--- src/rtl/tl_pkg.sv ---
// TileLink-UL opcode constants and beat-count helpers shared by the peripheral-path blocks.
package tl_pkg;

  localparam logic [2:0] PUT_FULL    = 3'd0;
  localparam logic [2:0] PUT_PARTIAL = 3'd1;
  localparam logic [2:0] ARITH       = 3'd2;
  localparam logic [2:0] LOGIC       = 3'd3;
  localparam logic [2:0] GET         = 3'd4;
  localparam logic [2:0] INTENT      = 3'd5;

  localparam logic [2:0] ACCESS_ACK      = 3'd0;
  localparam logic [2:0] ACCESS_ACK_DATA = 3'd1;

  function automatic logic has_data(input logic [2:0] opcode);
    return (opcode == PUT_FULL) || (opcode == PUT_PARTIAL);
  endfunction

  // A request without data, or one no larger than a bus beat, always occupies one beat.
  function automatic int unsigned num_beats(input logic [2:0] opcode, input int unsigned size,
                                            input int unsigned data_w);
    int unsigned beat_lg;
    beat_lg = $clog2(data_w / 8);
    if (!has_data(opcode) || size <= beat_lg) return 1;
    return 32'd1 << (size - beat_lg);
  endfunction

endpackage

--- src/rtl/tl_rr_pick2.sv ---
// Two-way round-robin picker: ptr names the preferred requester; purely combinational.
module tl_rr_pick2 (
  input  logic [1:0] valid,
  input  logic       ptr,
  output logic       grant_idx,
  output logic       any
);

  assign any       = |valid;
  assign grant_idx = valid[ptr] ? ptr : ~ptr;

endmodule

--- src/rtl/tl_a_arbiter2.sv ---
// Two-master TileLink-UL A-channel arbiter: zero-latency round-robin, grant held across bursts.
// Ready is passed straight through to the selected master; D responses are steered by source MSB.
module tl_a_arbiter2
  import tl_pkg::*;
#(
  parameter int ADDR_W = 32,
  parameter int DATA_W = 32,
  parameter int SRC_W  = 4,
  parameter int SIZE_W = 3
) (
  input  logic                        clock,
  input  logic                        reset,

  input  logic [1:0]                  up_a_valid,
  output logic [1:0]                  up_a_ready,
  input  logic [1:0][2:0]             up_a_opcode,
  input  logic [1:0][2:0]             up_a_param,
  input  logic [1:0][SIZE_W-1:0]      up_a_size,
  input  logic [1:0][SRC_W-1:0]       up_a_source,
  input  logic [1:0][ADDR_W-1:0]      up_a_address,
  input  logic [1:0][DATA_W/8-1:0]    up_a_mask,
  input  logic [1:0][DATA_W-1:0]      up_a_data,

  output logic [1:0]                  up_d_valid,
  input  logic [1:0]                  up_d_ready,
  output logic [2:0]                  up_d_opcode,
  output logic [1:0]                  up_d_param,
  output logic [SIZE_W-1:0]           up_d_size,
  output logic [SRC_W-1:0]            up_d_source,
  output logic                        up_d_sink,
  output logic                        up_d_denied,
  output logic [DATA_W-1:0]           up_d_data,
  output logic                        up_d_corrupt,

  output logic                        dn_a_valid,
  input  logic                        dn_a_ready,
  output logic [2:0]                  dn_a_opcode,
  output logic [2:0]                  dn_a_param,
  output logic [SIZE_W-1:0]           dn_a_size,
  output logic [SRC_W:0]              dn_a_source,
  output logic [ADDR_W-1:0]           dn_a_address,
  output logic [DATA_W/8-1:0]         dn_a_mask,
  output logic [DATA_W-1:0]           dn_a_data,

  input  logic                        dn_d_valid,
  output logic                        dn_d_ready,
  input  logic [2:0]                  dn_d_opcode,
  input  logic [1:0]                  dn_d_param,
  input  logic [SIZE_W-1:0]           dn_d_size,
  input  logic [SRC_W:0]              dn_d_source,
  input  logic                        dn_d_sink,
  input  logic                        dn_d_denied,
  input  logic [DATA_W-1:0]           dn_d_data,
  input  logic                        dn_d_corrupt
);

  logic        locked;
  logic        owner;
  logic        rr_ptr;
  logic [15:0] beats_left;

  logic        grant_idx;
  logic        any;
  logic        sel;
  logic        fire;
  logic [15:0] first_beats;
  logic        d_port;

  tl_rr_pick2 u_pick (
    .valid     (up_a_valid),
    .ptr       (rr_ptr),
    .grant_idx (grant_idx),
    .any       (any)
  );

  assign sel         = locked ? owner : grant_idx;
  assign dn_a_valid  = ~reset & (locked ? up_a_valid[owner] : any);
  assign fire        = dn_a_valid & dn_a_ready;
  assign up_a_ready  = (dn_a_ready & ~reset) ? (sel ? 2'b10 : 2'b01) : 2'b00;
  assign first_beats = 16'(num_beats(up_a_opcode[sel], 32'(up_a_size[sel]), DATA_W));

  assign dn_a_opcode  = up_a_opcode[sel];
  assign dn_a_param   = up_a_param[sel];
  assign dn_a_size    = up_a_size[sel];
  assign dn_a_source  = {sel, up_a_source[sel]};
  assign dn_a_address = up_a_address[sel];
  assign dn_a_mask    = up_a_mask[sel];
  assign dn_a_data    = up_a_data[sel];

  // The pointer moves only on a first beat so an in-flight burst never changes fairness order.
  always_ff @(posedge clock) begin
    if (reset) begin
      locked     <= 1'b0;
      owner      <= 1'b0;
      rr_ptr     <= 1'b0;
      beats_left <= '0;
    end else if (fire) begin
      if (!locked) begin
        rr_ptr <= ~sel;
        if (first_beats > 16'd1) begin
          locked     <= 1'b1;
          owner      <= sel;
          beats_left <= first_beats - 16'd1;
        end
      end else begin
        beats_left <= beats_left - 16'd1;
        if (beats_left == 16'd1) locked <= 1'b0;
      end
    end
  end

  // D responses ignore A lock state entirely.
  assign d_port       = dn_d_source[SRC_W];
  assign up_d_valid   = (dn_d_valid & ~reset) ? (d_port ? 2'b10 : 2'b01) : 2'b00;
  assign dn_d_ready   = up_d_ready[d_port] & ~reset;
  assign up_d_source  = dn_d_source[SRC_W-1:0];
  assign up_d_opcode  = dn_d_opcode;
  assign up_d_param   = dn_d_param;
  assign up_d_size    = dn_d_size;
  assign up_d_sink    = dn_d_sink;
  assign up_d_denied  = dn_d_denied;
  assign up_d_data    = dn_d_data;
  assign up_d_corrupt = dn_d_corrupt;

endmodule

--- config.mk ---
export PLATFORM = sky130hd
export DESIGN_NAME = tl_a_arbiter2
export DESIGN_NICKNAME = d
export VERILOG_FILES = /design/src/rtl/tl_pkg.sv /design/src/rtl/tl_rr_pick2.sv /design/src/rtl/tl_a_arbiter2.sv
export SDC_FILE = /design/constraint.sdc
export NUM_CORES = 1
export LEC_CHECK = 0
export ABC_AREA = 1
export CAP_MARGIN = 20
export CORE_AREA = 2 2 136 138
export CTS_CLUSTER_DIAMETER = 150
export DETAILED_ROUTE_END_ITERATION = 8
export DIE_AREA = 0 0 138 140
export HOLD_SLACK_MARGIN = 0.02
export SLEW_MARGIN = 30
export SYNTH_ARGS = -nofsm -noshare
export SYNTH_HDL_FRONTEND = slang
export SYNTH_SLANG_ARGS = --single-unit
--- constraint.sdc ---
create_clock -name clock -period 2.5 [get_ports clock]
set_input_delay 0.5 -clock clock [delete_from_list [all_inputs] [get_ports clock]]
set_output_delay 0.5 -clock clock [all_outputs]
set_load 0.01 [all_outputs]
==> metrics.cfg <==
[grt]
overflow=0
grt_pass1_wl_mm=25.32
grt_pass1_vias=4153
antenna_found_initial=2
grt_max_degree=27
grt.total_usage_pct=17.17

[synthesis]
synth_warnings=0
synth.distinct_cells=29
synth.area.top_cells=nand2_1, dfxtp_1, buf_4
synth_nets=766
synth_area_leader_cell=nand2_1
async_reset_ff_share_pct=0
ys_ff_latch=19
synth_top_cell_area_share_pct=41.17
ys_seq_area_share_pct=13.63
syn_area_um2=2790
netlist_instances=544
avgSynthCellArea_um2=5.129
synth_ff_type=dfxtp_1
synth_edf_count=0

[critical_path]
r2r-start=rr_ptr
worst_setup_path_end_kind=output port
crit_arrival_ns=1.91
startpoint_type=input pin
crit_path_max_fanout=8
cp-startpoint=up_a_valid[1]
required_ns=2.00
worstSetupPathType=in2out

[sta]
fin_setup_tns_ns=0
hold_ws_ns=0.4799
fin_worst_skew_ns=0.003090
finalHoldViolations=0
fin_crit_ns=2.415
clock.fmax_mhz=414.1
final.period_utilization_pct=96.60
drv_slew=0
worst_pin_slew_ns=0.4999
slew_headroom_pct=66.42
finalSetupViolations=0
setup_slack_ns=0.08501
rsz0062_at_grt=false

[floorplan]
coreArea_um2=17780
row_count=49
die_h_um=140
dieArea_um2=19320
dieWidth_um=138
start_util_pct=15.69
ios=353

[detailed_routing]
drt-pass1-iter-count=4
drt_iter0_markers=202
vias_per_cell=4.091
ant_nets=0
wl_per_cell_um=17.05
vias=4165
drc=0
routed_wirelength_mm=17.36

[min_path]
hp-start=beats_left[13]
hp-class=reg2reg

[placed_design]
io_buffers=258
pre_cts_slack_ns=-0.5813
placed_cell_area_um2=5522
dpl.hpwl_mm=14.43
gp_congestion=0.8464

[cts]
ctsHoldBuffers=0
cts.sinks=19
cts-root-buf=clkbuf_16
cts_tree=yes
max-clock-path-buffers=2
clkLatencyLatePin_ns=0.25
cts_buffers=3
htreeDepth=1
path_clk_slew_ns=0.06

[layout]
regArea_um2=381.6
layout.nets=1010
fillerInstances=1967
multi_input_area_um2=2001
drive_above_1_share_pct=14.74
final_area_um2=5944
area_growth_pct=113.0

[power_and_ir_drop]
p_leak_nw=2.952
ir_drop_v=0.0002621
power_mw=2.434
cellPowerDensity_nw_per_um2=409.4

[flow_run]
max_cap_viol_count=0

[status]
status=completed

## worst max-delay path, stage by stage
cell             delay [ns]
dlygate4sd2_1          0.26
nand2_2                0.08
nand3_4                0.16
nand2_8                0.16
buf_4                  0.12
bufbuf_16              0.25
nand2_1                0.05
nand2_1                0.08
clkdlybuf4s15_1        0.25
## final timing paths
kind                                  endpoint  slack, ns  cells after the start
worst max-delay path             dn_a_data[20]       0.09                      9
worst min-delay path            beats_left[13]       0.48                      2
worst max register to register  beats_left[14]       0.22                     17
worst min register to register  beats_left[13]       0.48                      2
## where the power goes
part           internal [mW]  switching (mW)  leakage, nW
clock                  0.215           0.122       0.0409
sequential             0.317          0.0128        0.154
combinational          0.908           0.859         2.76
## state kept, by name, indices dropped and copies added, names as in the netlist
| signal | count |
|---|---|
| beats_left | 16 |
| locked | 1 |
| owner | 1 |
| rr_ptr | 1 |
## layout make-up
class	count	share of cell area [%]
repair buffers	306	51.53
diodes	2	0.08419
multi-input cells	426	33.66
flip-flops and latches	19	6.420
clock buffers	3	1.263
clock inverters	1	0.08419
well taps	229	4.820
inverters	32	2.147
## cell usage in the layout, fill, tap and decap left out, types with 2 or more instances in the layout
cell type	n
nand2_8	3
nor2_1	28
clkbuf_16	3
buf_6	5
o21ai_0	15
diode_2	2
buf_4	36
clkdlybuf4s50_1	173
nor2_4	2
nand2_4	10
clkdlybuf4s15_2	9
nand3_1	15
clkdlybuf4s15_1	12
dlygate4sd2_1	54
dfxtp_1	18
nor3_1	4
nand3_4	2
a21oi_2	5
nand2_2	15
inv_2	2
inv_1	29
bufbuf_16	3
nand2_1	291
ha_1	4
nand4_1	4
buf_2	5
buf_12	8
nand3_2	2
xnor2_1	2
nand3b_1	2
a21oi_1	16
## kinds of logic (layout without fill, tap and decap cells)
kind of cell / after synthesis / in the layout / synth area share (%)
other: 0 / 2 / 0
flip-flops: 19 / 19 / 13.63
XOR/XNOR: 3 / 3 / 0.9419
buffers and inverters: 102 / 342 / 20.81
adder cells (fa/ha/maj): 4 / 4 / 1.794
AND/OR/NAND/NOR: 378 / 381 / 55.87
AO/OA/AOI/OAI: 38 / 38 / 6.951
## cells in the mapped netlist, drive strengths merged, types with 2 or more instances
| cell type | n |
|---|---|
| nor2 | 31 |
| o21ai | 15 |
| a21oi | 21 |
| nand2 | 316 |
| dfxtp | 19 |
| nand3 | 19 |
| clkbuf | 14 |
| nand3b | 2 |
| xnor2 | 2 |
| ha | 4 |
| nor3 | 4 |
| buf | 56 |
| inv | 32 |
| nand4 | 4 |
## metrics by stage
step	utilization, %	cells
final	33.43	1018
after detailed placement	31.06	994
after global placement	31.06	994
after CTS	33.17	1017
after global routing	33.43	1018
after floorplan	-	544
## routing by layer
metal / up-vias / track usage [%] / share of wire, %
li1: 2113 / - / -
met1: 1827 / 18.29 / 36
met2: 203 / 28.69 / 46
met3: 22 / 11.59 / 16
met4: 0 / 2.685 / 1.4
met5: - / 1.253 / 0
## what timing repair did
item | CTS | global route
setup endpoints to repair | 101 | 38
cloned | 7 | 0
setup buffers | 12 | 0
pin swaps | 12 | 13
resized for setup | 159 | 14
No activity file was read; power rests on OpenSTA's default activity.
